### src/rtl/cache_axi_arbiter.sv
// Shares one AXI4 master port between the icache and dcache.
// Reads are arbitrated onto AR/R, dcache write-backs go to AW/W/B, and dcache reads that hit an in-flight write-back line are held off.
module cache_axi_arbiter #(
    parameter int LINE_OFS = 6
) (
    input  logic        clk,
    input  logic        rst,

    // icache read port
    input  logic        i_r_req,
    input  logic [31:0] i_r_addr,
    input  logic [2:0]  i_r_size,
    input  logic [7:0]  i_r_length,
    output logic        i_r_rdy,
    output logic        i_ret_valid,
    output logic        i_ret_last,
    output logic [31:0] i_r_data,
    input  logic        i_r_data_ready,

    // dcache read port
    input  logic        d_r_req,
    input  logic [31:0] d_r_addr,
    input  logic [2:0]  d_r_size,
    input  logic [7:0]  d_r_length,
    output logic        d_r_rdy,
    output logic        d_ret_valid,
    output logic        d_ret_last,
    output logic [31:0] d_r_data,
    input  logic        d_r_data_ready,

    // dcache write port
    input  logic        d_w_req,
    input  logic [31:0] d_w_addr,
    input  logic [2:0]  d_w_size,
    input  logic [7:0]  d_w_length,
    output logic        d_w_rdy,
    input  logic        d_w_data_req,
    input  logic [31:0] d_w_data,
    input  logic [3:0]  d_w_strb,
    input  logic        d_w_last,
    output logic        d_w_data_ready,
    output logic        d_b_valid,
    input  logic        d_b_ready,

    // AXI4 read address / data
    output logic [31:0] araddr,
    output logic [7:0]  arlen,
    output logic [2:0]  arsize,
    output logic        arvalid,
    input  logic        arready,
    input  logic [31:0] rdata,
    input  logic        rlast,
    input  logic        rvalid,
    output logic        rready,

    // AXI4 write address / data / response
    output logic [31:0] awaddr,
    output logic [7:0]  awlen,
    output logic [2:0]  awsize,
    output logic        awvalid,
    input  logic        awready,
    output logic [31:0] wdata,
    output logic [3:0]  wstrb,
    output logic        wlast,
    output logic        wvalid,
    input  logic        wready,
    input  logic        bvalid,
    output logic        bready
);

    localparam logic [1:0] R_IDLE = 2'd0;
    localparam logic [1:0] R_ADDR = 2'd1;
    localparam logic [1:0] R_DATA = 2'd2;

    localparam logic [1:0] W_IDLE = 2'd0;
    localparam logic [1:0] W_ADDR = 2'd1;
    localparam logic [1:0] W_DATA = 2'd2;
    localparam logic [1:0] W_RESP = 2'd3;

    logic [1:0]  r_state;
    logic        r_owner_d;
    logic        fair;
    logic [31:0] ar_addr_q;
    logic [7:0]  ar_len_q;
    logic [2:0]  ar_size_q;

    logic [1:0]  w_state;
    logic [31:0] aw_addr_q;
    logic [7:0]  aw_len_q;
    logic [2:0]  aw_size_q;
    logic [7:0]  beat_cnt;

    logic        raw_block;
    logic        d_elig;
    logic        grant_i;
    logic        grant_d;
    logic        unused_w_last;

    // wlast comes from the beat counter, so the requester's own last flag is not needed.
    assign unused_w_last = d_w_last;

    // A dcache read must not overtake a write-back to the same line.
    assign raw_block = (w_state != W_IDLE) &&
                       (d_r_addr[31:LINE_OFS] == aw_addr_q[31:LINE_OFS]);
    assign d_elig    = d_r_req && !raw_block;

    // NOTE: every always_comb output gets a default first so no path can infer a latch.
    always_comb begin
        grant_d = 1'b0;
        grant_i = 1'b0;
        if (r_state == R_IDLE) begin
            if (d_elig && (!i_r_req || !fair)) begin
                grant_d = 1'b1;
            end else if (i_r_req) begin
                grant_i = 1'b1;
            end
        end
    end

    // NOTE: state is updated with non-blocking assignments so every flop samples pre-edge values.
    always_ff @(posedge clk) begin
        if (rst) begin
            r_state   <= R_IDLE;
            r_owner_d <= 1'b0;
            fair      <= 1'b0;
            ar_addr_q <= '0;
            ar_len_q  <= '0;
            ar_size_q <= '0;
        end else begin
            if (grant_i) begin
                fair <= 1'b0;
            end else if (grant_d && i_r_req) begin
                fair <= 1'b1;
            end

            case (r_state)
                R_IDLE: begin
                    if (grant_d) begin
                        r_owner_d <= 1'b1;
                        ar_addr_q <= d_r_addr;
                        ar_len_q  <= d_r_length;
                        ar_size_q <= d_r_size;
                        r_state   <= R_ADDR;
                    end else if (grant_i) begin
                        r_owner_d <= 1'b0;
                        ar_addr_q <= i_r_addr;
                        ar_len_q  <= i_r_length;
                        ar_size_q <= i_r_size;
                        r_state   <= R_ADDR;
                    end
                end
                R_ADDR: begin
                    if (arready) begin
                        r_state <= R_DATA;
                    end
                end
                R_DATA: begin
                    if (rvalid && rready && rlast) begin
                        r_state <= R_IDLE;
                    end
                end
                default: r_state <= R_IDLE;
            endcase
        end
    end

    assign arvalid = (r_state == R_ADDR);
    assign araddr  = ar_addr_q;
    assign arlen   = ar_len_q;
    assign arsize  = ar_size_q;

    assign i_r_rdy = arvalid && arready && !r_owner_d;
    assign d_r_rdy = arvalid && arready &&  r_owner_d;

    // R beats pass straight through; only the owner sees them.
    assign i_ret_valid = (r_state == R_DATA) && !r_owner_d && rvalid;
    assign i_ret_last  = (r_state == R_DATA) && !r_owner_d && rlast;
    assign d_ret_valid = (r_state == R_DATA) &&  r_owner_d && rvalid;
    assign d_ret_last  = (r_state == R_DATA) &&  r_owner_d && rlast;
    assign i_r_data    = rdata;
    assign d_r_data    = rdata;
    assign rready      = (r_state == R_DATA) &&
                         (r_owner_d ? d_r_data_ready : i_r_data_ready);

    always_ff @(posedge clk) begin
        if (rst) begin
            w_state   <= W_IDLE;
            aw_addr_q <= '0;
            aw_len_q  <= '0;
            aw_size_q <= '0;
            beat_cnt  <= '0;
        end else begin
            case (w_state)
                W_IDLE: begin
                    if (d_w_req) begin
                        aw_addr_q <= d_w_addr;
                        aw_len_q  <= d_w_length;
                        aw_size_q <= d_w_size;
                        beat_cnt  <= '0;
                        w_state   <= W_ADDR;
                    end
                end
                W_ADDR: begin
                    if (awready) begin
                        w_state <= W_DATA;
                    end
                end
                W_DATA: begin
                    if (wvalid && wready) begin
                        beat_cnt <= beat_cnt + 8'd1;
                        if (wlast) begin
                            w_state <= W_RESP;
                        end
                    end
                end
                W_RESP: begin
                    if (bvalid && d_b_ready) begin
                        w_state <= W_IDLE;
                    end
                end
                default: w_state <= W_IDLE;
            endcase
        end
    end

    assign awvalid = (w_state == W_ADDR);
    assign awaddr  = aw_addr_q;
    assign awlen   = aw_len_q;
    assign awsize  = aw_size_q;
    assign d_w_rdy = awvalid && awready;

    assign wvalid         = (w_state == W_DATA) && d_w_data_req;
    assign wlast          = (w_state == W_DATA) && (beat_cnt == aw_len_q);
    assign wdata          = d_w_data;
    assign wstrb          = d_w_strb;
    assign d_w_data_ready = (w_state == W_DATA) && wready;

    assign d_b_valid = (w_state == W_RESP) && bvalid;
    assign bready    = (w_state == W_RESP) && d_b_ready;

endmodule

### config.mk
export PLATFORM = sky130hd
export DESIGN_NAME = cache_axi_arbiter
export DESIGN_NICKNAME = d
export VERILOG_FILES = /design/src/rtl/cache_axi_arbiter.sv
export SDC_FILE = /design/constraint.sdc
export NUM_CORES = 1
export LEC_CHECK = 0
export ABC_CLOCK_PERIOD_IN_PS = 2680
export CAP_MARGIN = 20
export CORE_AREA = 10 10 151 153
export DETAILED_ROUTE_END_ITERATION = 8
export DIE_AREA = 0 0 161 163
export GPL_ROUTABILITY_DRIVEN = 0
export PLACE_DENSITY = 0.75
export SYNTH_ARGS = -nofsm -noshare
export SYNTH_HDL_FRONTEND = slang
export SYNTH_SLANG_ARGS = --single-unit
### constraint.sdc
create_clock -name clk -period 2.68 [get_ports clk]
set_input_delay 0.536 -clock clk [delete_from_list [all_inputs] [get_ports clk]]
set_output_delay 0.536 -clock clk [all_outputs]
set_load 0.01 [all_outputs]
## After elaboration in Yosys (flattened, before gate mapping)

Index checks and enable logic that the tools add are counted.
W data, S select, Z words.

- Register bits after elaboration: 100
- Input port bits: 213
- Output and inout bits: 201
- Word-level logic and storage cells: 95

- Add/subtract/negate cells: 1
- Equal/unequal tests: 15
- Multiplexer cells: 28
- Reductions and logical operators: 40

Operator list:

| operator | count |
|---|---|
| $mux W32 | 2 |
| $mux W8 | 4 |
| $eq A26 B26 Y1 | 1 |
| $logic_and A1 B1 Y1 | 24 |
| $mux W2 | 9 |
| $pmux W8 S2 | 1 |
| $ne A2 B2 Y1 const B | 5 |
| $add A8 B1 Y8 const B | 1 |
| $eq A8 B8 Y1 | 1 |
| $mux W1 | 8 |
| $pmux W2 S4 | 1 |
| $eq A2 B2 Y1 const B | 3 |
| $mux W3 | 2 |
| $pmux W2 S3 | 1 |
| $reduce_and A3 Y1 | 2 |
| $reduce_bool A2 Y1 | 3 |
| $reduce_and A5 Y1 | 1 |
| $eq A2 B1 Y1 const B | 2 |
| $logic_not A1 Y1 | 4 |
| $logic_not A2 Y1 | 2 |
| $ne A2 B1 Y1 const B | 2 |
| $reduce_and A2 Y1 | 2 |
| $ne A3 B3 Y1 const B | 1 |
| $reduce_or A2 Y1 | 1 |
| $logic_or A1 B1 Y1 | 1 |

## Longest topological paths before layout

- Depth in word-level cells: 10
- Depth in mapped cells: 9

## Worst setup path after synthesis

OpenSTA, ideal clock, no wires.

- Path kind: input -> register
- From: in d_r_addr[15]
- To: reg ar_addr_q[0], in the netlist araddr[0]
- Data arrival time: 2.006 ns
- Required time: 2.614 ns
- Path slack: 0.608 ns
- Cell stages on the path: 7
- Path buffers: 1
- Cell sequence: xor2_1 nor4_2 nand4_2 o31ai_4 buf_6 a22oi_2 a21oi_2

- Longest elaborated chain between the ends: 9
- Elaborated cells between the ends (all ways): 12
- Those cells by class: eq/ne (1); mux (5); reduce/logical (6)

RTL lines:

| what | line | source |
|---|---|---|
| start: declaration | 22 | `input logic [31:0] d_r_addr,` |
| $eq A26 B26 Y1 (*) | 104 | `(d_r_addr[31:LINE_OFS] == aw_addr_q[31:LINE_OFS]);` |
| $logic_and A1 B1 Y1 (*) | 103 | `assign raw_block = (w_state != W_IDLE) &&` |
| $logic_not A1 Y1 (*) | 105 | `assign d_elig = d_r_req && !raw_block;` |
| $logic_and A1 B1 Y1 (*) | 105 |  |
| $logic_and A1 B1 Y1 (*) | 112 | `if (d_elig && (!i_r_req \|\| !fair)) begin` |
| $mux W1 | 112 |  |
| $mux W1 | 111 | `if (r_state == R_IDLE) begin` |
| $reduce_bool A2 Y1 (no line) | -- |  |
| $reduce_and A2 Y1 (no line) | -- |  |
| end signal: assignment | 140 | `ar_addr_q <= d_r_addr;` |
| end signal: assignment | 146 | `ar_addr_q <= i_r_addr;` |
| end: declaration | 83 | `logic [31:0] ar_addr_q;` |

Every way passes the cells marked *; elsewhere a longest branch is shown, timed or not.
A chain may end at the register's enable or synchronous reset.

## Worst setup path after layout

- From: in d_r_addr[26]
- To: reg ar_addr_q[20], in the netlist araddr[20]

Same word-level chain as after synthesis.

==> results.sh <==
export IMPL_outcome="complete, no violations"
export IMPL_cts_root_buffer="clkbuf_16"
export IMPL_htreeDepth=3
export IMPL_crit_top_cell="buf_4"
export IMPL_ys_seq_area_share_pct=35.00
export IMPL_grtUsageTotal_pct=14.26
export IMPL_cts_tree="built"
export IMPL_dr_first_iter_drc_count=206
export IMPL_fin_crit_sh_pct=97.42
export IMPL_start_util_pct=28.73
export IMPL_drive_gt1_share_pct=18.25
export IMPL_slowest_delay_ns=0.46
export IMPL_clockBufferDepth=2
export IMPL_seq_power_share_pct=36.5
export IMPL_muxShareOfSynthArea_pct=0.3500
export IMPL_antenna_found_initial=1
export IMPL_place_inst=1044
export IMPL_max_cap_viol_count=0
export IMPL_p_total_w=0.004991
export IMPL_firstDrtPassIters=4
export IMPL_rows=52
export IMPL_finalHoldViolCount=0
export IMPL_ys_flop_type="dfxtp_1"
export IMPL_worstPathRequired_ns=2.95
export IMPL_wl_per_cell_um=18.75
export IMPL_syn_instance_count=634
export IMPL_nNetsFinal=1004
export IMPL_synth_simple_area_share_pct=16.08
export IMPL_die_area_um2=26240
export IMPL_clk_pin_slew_worst_paths_ns=0.07
export IMPL_final_area_um2=8063
export IMPL_async_flop_share_pct=0
export IMPL_p_int_w=0.003333
export IMPL_worstPathMaxFanout=23
export IMPL_drc=0
export IMPL_synth_edf_count=0
export IMPL_reg2reg_to="araddr[20]$_SDFFE_PP0P_"
export IMPL_timing_hold_ws_ns=0.4555
export IMPL_dpl_cell_area_um2=7747
export IMPL_pwr_share_comb_pct=36.3
export IMPL_hold_path_end="awsize[1]$_SDFFE_PP0P_"
export IMPL_synth_top_family_by_area="compound AO/OA/AOI/OAI gates"
export IMPL_numPortBuffers=244
export IMPL_synth_net_count=853
export IMPL_syn_avg_cell_area_um2=9.023
export IMPL_cts_buffers_inserted=9
export IMPL_powerDensity_nw_per_um2=619.0
export IMPL_max_freq_mhz=383.0
export IMPL_hpwl_um=15620
export IMPL_grt_max_degree=47
export IMPL_ant_nets=0
export IMPL_grt_pass1_vias=4858
export IMPL_r2r_setup_slack_ns=0.30
export IMPL_switchingPower_w=0.001657
export IMPL_syn2layout_area_growth_pct=40.94
export IMPL_finalMaxSlewViolations=0
export IMPL_cp_slowest_cell="clkdlybuf4s50_1"
export IMPL_synth_cell_types=38
export IMPL_clkLatencyLatePin_ns=0.35
export IMPL_worstHoldStart="awsize[1]$_SDFFE_PP0P_"
export IMPL_synth_compound_area_share_pct=21.43
export IMPL_hold_depth=2
export IMPL_die_h_um=163
export IMPL_die_w_um=161
export IMPL_critPathCaptureType="flop"
export IMPL_crit_arrival_ns=2.88
export IMPL_leakage_nw=2.904
export IMPL_synth_fa_ha_area_share_pct=1.312
export IMPL_ios=414
export IMPL_maxSlewHeadroom_pct=64.12
export IMPL_cp_start_kind="primary input"
export IMPL_cp_cell_sequence="clkdlybuf4s50_1 -> xor2_2 -> buf_4 -> nor4_1 -> buf_4 -> nand3_1 -> o31ai_4 -> buf_12 -> a22oi_1 -> a21oi_1"
export IMPL_clock_sinks=100
export IMPL_viasPerCell=4.509
export IMPL_coreArea_um2=19910
export IMPL_wirelength_um=19850
export IMPL_antennaDiodeCount=0
export IMPL_tightest_slew_ns=0.5382
export IMPL_layout_min_cycle_time_ns=2.611
export IMPL_final_cell_count_no_fill=1059
export IMPL_yosys_warnings=0
export IMPL_via_count=4775
export IMPL_synth_seq_cells=100
export IMPL_sw_frac_of_total_pct=33.21
export IMPL_synth_xor_area_share_pct=6.124
export IMPL_tns_ns=0
export IMPL_ff_latch_area_um2=2002
export IMPL_fillerInstances=1997
export IMPL_setup_viol=0
export IMPL_peakVddDrop_uv=438.9
export IMPL_worstRegToRegCells=8
export IMPL_synth_area_um2=5720
export IMPL_gr_total_overflow=0
export IMPL_grt_pass1_wl_um=29220
export IMPL_multi_input_comb_area_um2=2620
export IMPL_skew_ns=0.01371
export IMPL_r2r_start="w_state[0]$_SDFFE_PP0P_"
export IMPL_clockPowerShare_pct=27.2
export IMPL_critical_path_class="in2reg"
export IMPL_hold_class="reg2reg"
export IMPL_post_cts_repair_setup_buffers=0
==> worst max path at each step <==
stage / startpoint / endpoint / slack [ns] / depth (start not counted)
5_1_grt: d_r_addr[26] / araddr[17]$_SDFFE_PP0P_ / -0.009 / 11
3_5_place_dp: d_r_addr[26] / araddr[19]$_SDFFE_PP0P_ / -0.37 / 10
6_report: d_r_addr[26] / araddr[20]$_SDFFE_PP0P_ / 0.07 / 10
4_1_cts: d_r_addr[26] / araddr[20]$_SDFFE_PP0P_ / 0.005 / 10
3_3_place_gp: d_r_addr[26] / araddr[19]$_SDFFE_PP0P_ / -0.32 / 10
2_1_floorplan: d_r_addr[15] / araddr[0]$_SDFFE_PP0P_ / 0.61 / 7
==> critical path: cells and delay by family <==
kind | cells | cell delay [ns]
buffers and inverters | 4 | 1.05
AOI/OAI and AO/OA | 3 | 0.61
xor gates and xnor gates | 1 | 0.19
and+or+nand+nor | 2 | 0.48
==> layout by cell type, fill, tap and decap left out, types with 3 or more instances in the layout <==
master and count:
nand2_1 100, nor3_1 4, nor4_2 5, a21oi_2 40, nand3_1 45, clkdlybuf4s50_1 243
buf_12 7, nor2b_1 5, dfxtp_1 100, a22oi_2 40, buf_4 29, xor2_1 37
nor2_1 17, nor4_1 3, and2_1 5, and3_1 5, a22oi_1 3, nand4_1 3
inv_1 3, a21oi_1 51, ha_1 6, clkbuf_16 9
==> cells in the mapped netlist, types with 4 or more instances <==
master / n / area, µm²
a21oi_1: 51 / 255.2
a21oi_2: 40 / 350.3
a22oi_2: 40 / 500.5
and2_1: 6 / 37.54
and3_1: 5 / 31.28
buf_4: 100 / 750.7
buf_6: 7 / 78.83
clkbuf_1: 15 / 56.30
clkbuf_8: 16 / 220.2
dfxtp_1: 100 / 2002
ha_1: 6 / 75.07
nand2_1: 102 / 382.9
nand3_1: 45 / 225.2
nor2_1: 17 / 63.81
nor2b_1: 5 / 31.28
nor3_1: 4 / 20.02
nor4_1: 4 / 25.02
nor4_2: 4 / 50.05
xor2_1: 38 / 332.8
==> layout make-up <==
type	count	share of cell area [%]
Timing Repair Buffer	279	34.61
Clock inverter	5	0.7759
Clock buffer	10	2.964
Multi-Input combinational cell	392	32.50
Tap cell	270	4.190
Inverter	3	0.1397
Sequential cell	100	24.83
==> what timing repair did <==
| action | in CTS | in global routing |
|---|---|---|
| endpoints found under the setup margin | 0 | 24 |
| hold buffers | 0 | 0 |
| gates resized for setup | 0 | 2 |
| endpoints found under the hold margin | 0 | 0 |
==> power by group through the flow <==
stage | combinational (W) | sequential, W | clock (W)
2_1_floorplan | 0.00101 | 0.00190 | 0
3_3_place_gp | 0.00182 | 0.00185 | 0
3_5_place_dp | 0.00184 | 0.00186 | 0
4_1_cts | 0.00184 | 0.00182 | 0.00142
5_1_grt | 0.00198 | 0.00185 | 0.00147
6_report | 0.00181 | 0.00182 | 0.00136
==> through the flow <==
stage	utilization (%)	setup WS [ns]
2_1_floorplan	-	0.6078
3_3_place_gp	38.91	-0.3226
3_5_place_dp	38.91	-0.3657
4_1_cts	40.43	0.005200
5_1_grt	40.50	-0.008944
6_report	40.50	0.06919
==> registers in the layout (all words and copies together), names as in the netlist <==
name / count
arlen: 8
w_state: 2
r_owner_d: 1
araddr: 32
awsize: 3
awaddr: 32
arsize: 3
awlen: 8
r_state: 2
beat_cnt: 8
fair: 1
==> routing by layer <==
| layer | global-route usage (%) | vias to the layer above | share of wire, % |
|---|---|---|---|
| li1 | - | 2355 | - |
| met1 | 16.15 | 2175 | 39 |
| met2 | 23.91 | 196 | 49 |
| met3 | 5.258 | 47 | 8.6 |
| met4 | 5.707 | 2 | 2.8 |
| met5 | 0 | - | 0.065 |
==> kinds of logic (layout without fill, tap and decap cells) <==
group | after synthesis | count (layout)
buffers and inverters | 142 | 297
DFF | 100 | 100
adders and majority gates | 6 | 6
and+or+nand+nor | 199 | 199
muxes | 2 | 2
AOI/OAI and AO/OA | 145 | 145
xor gates and xnor gates | 40 | 40
Power figures use the tool's default switching activity.
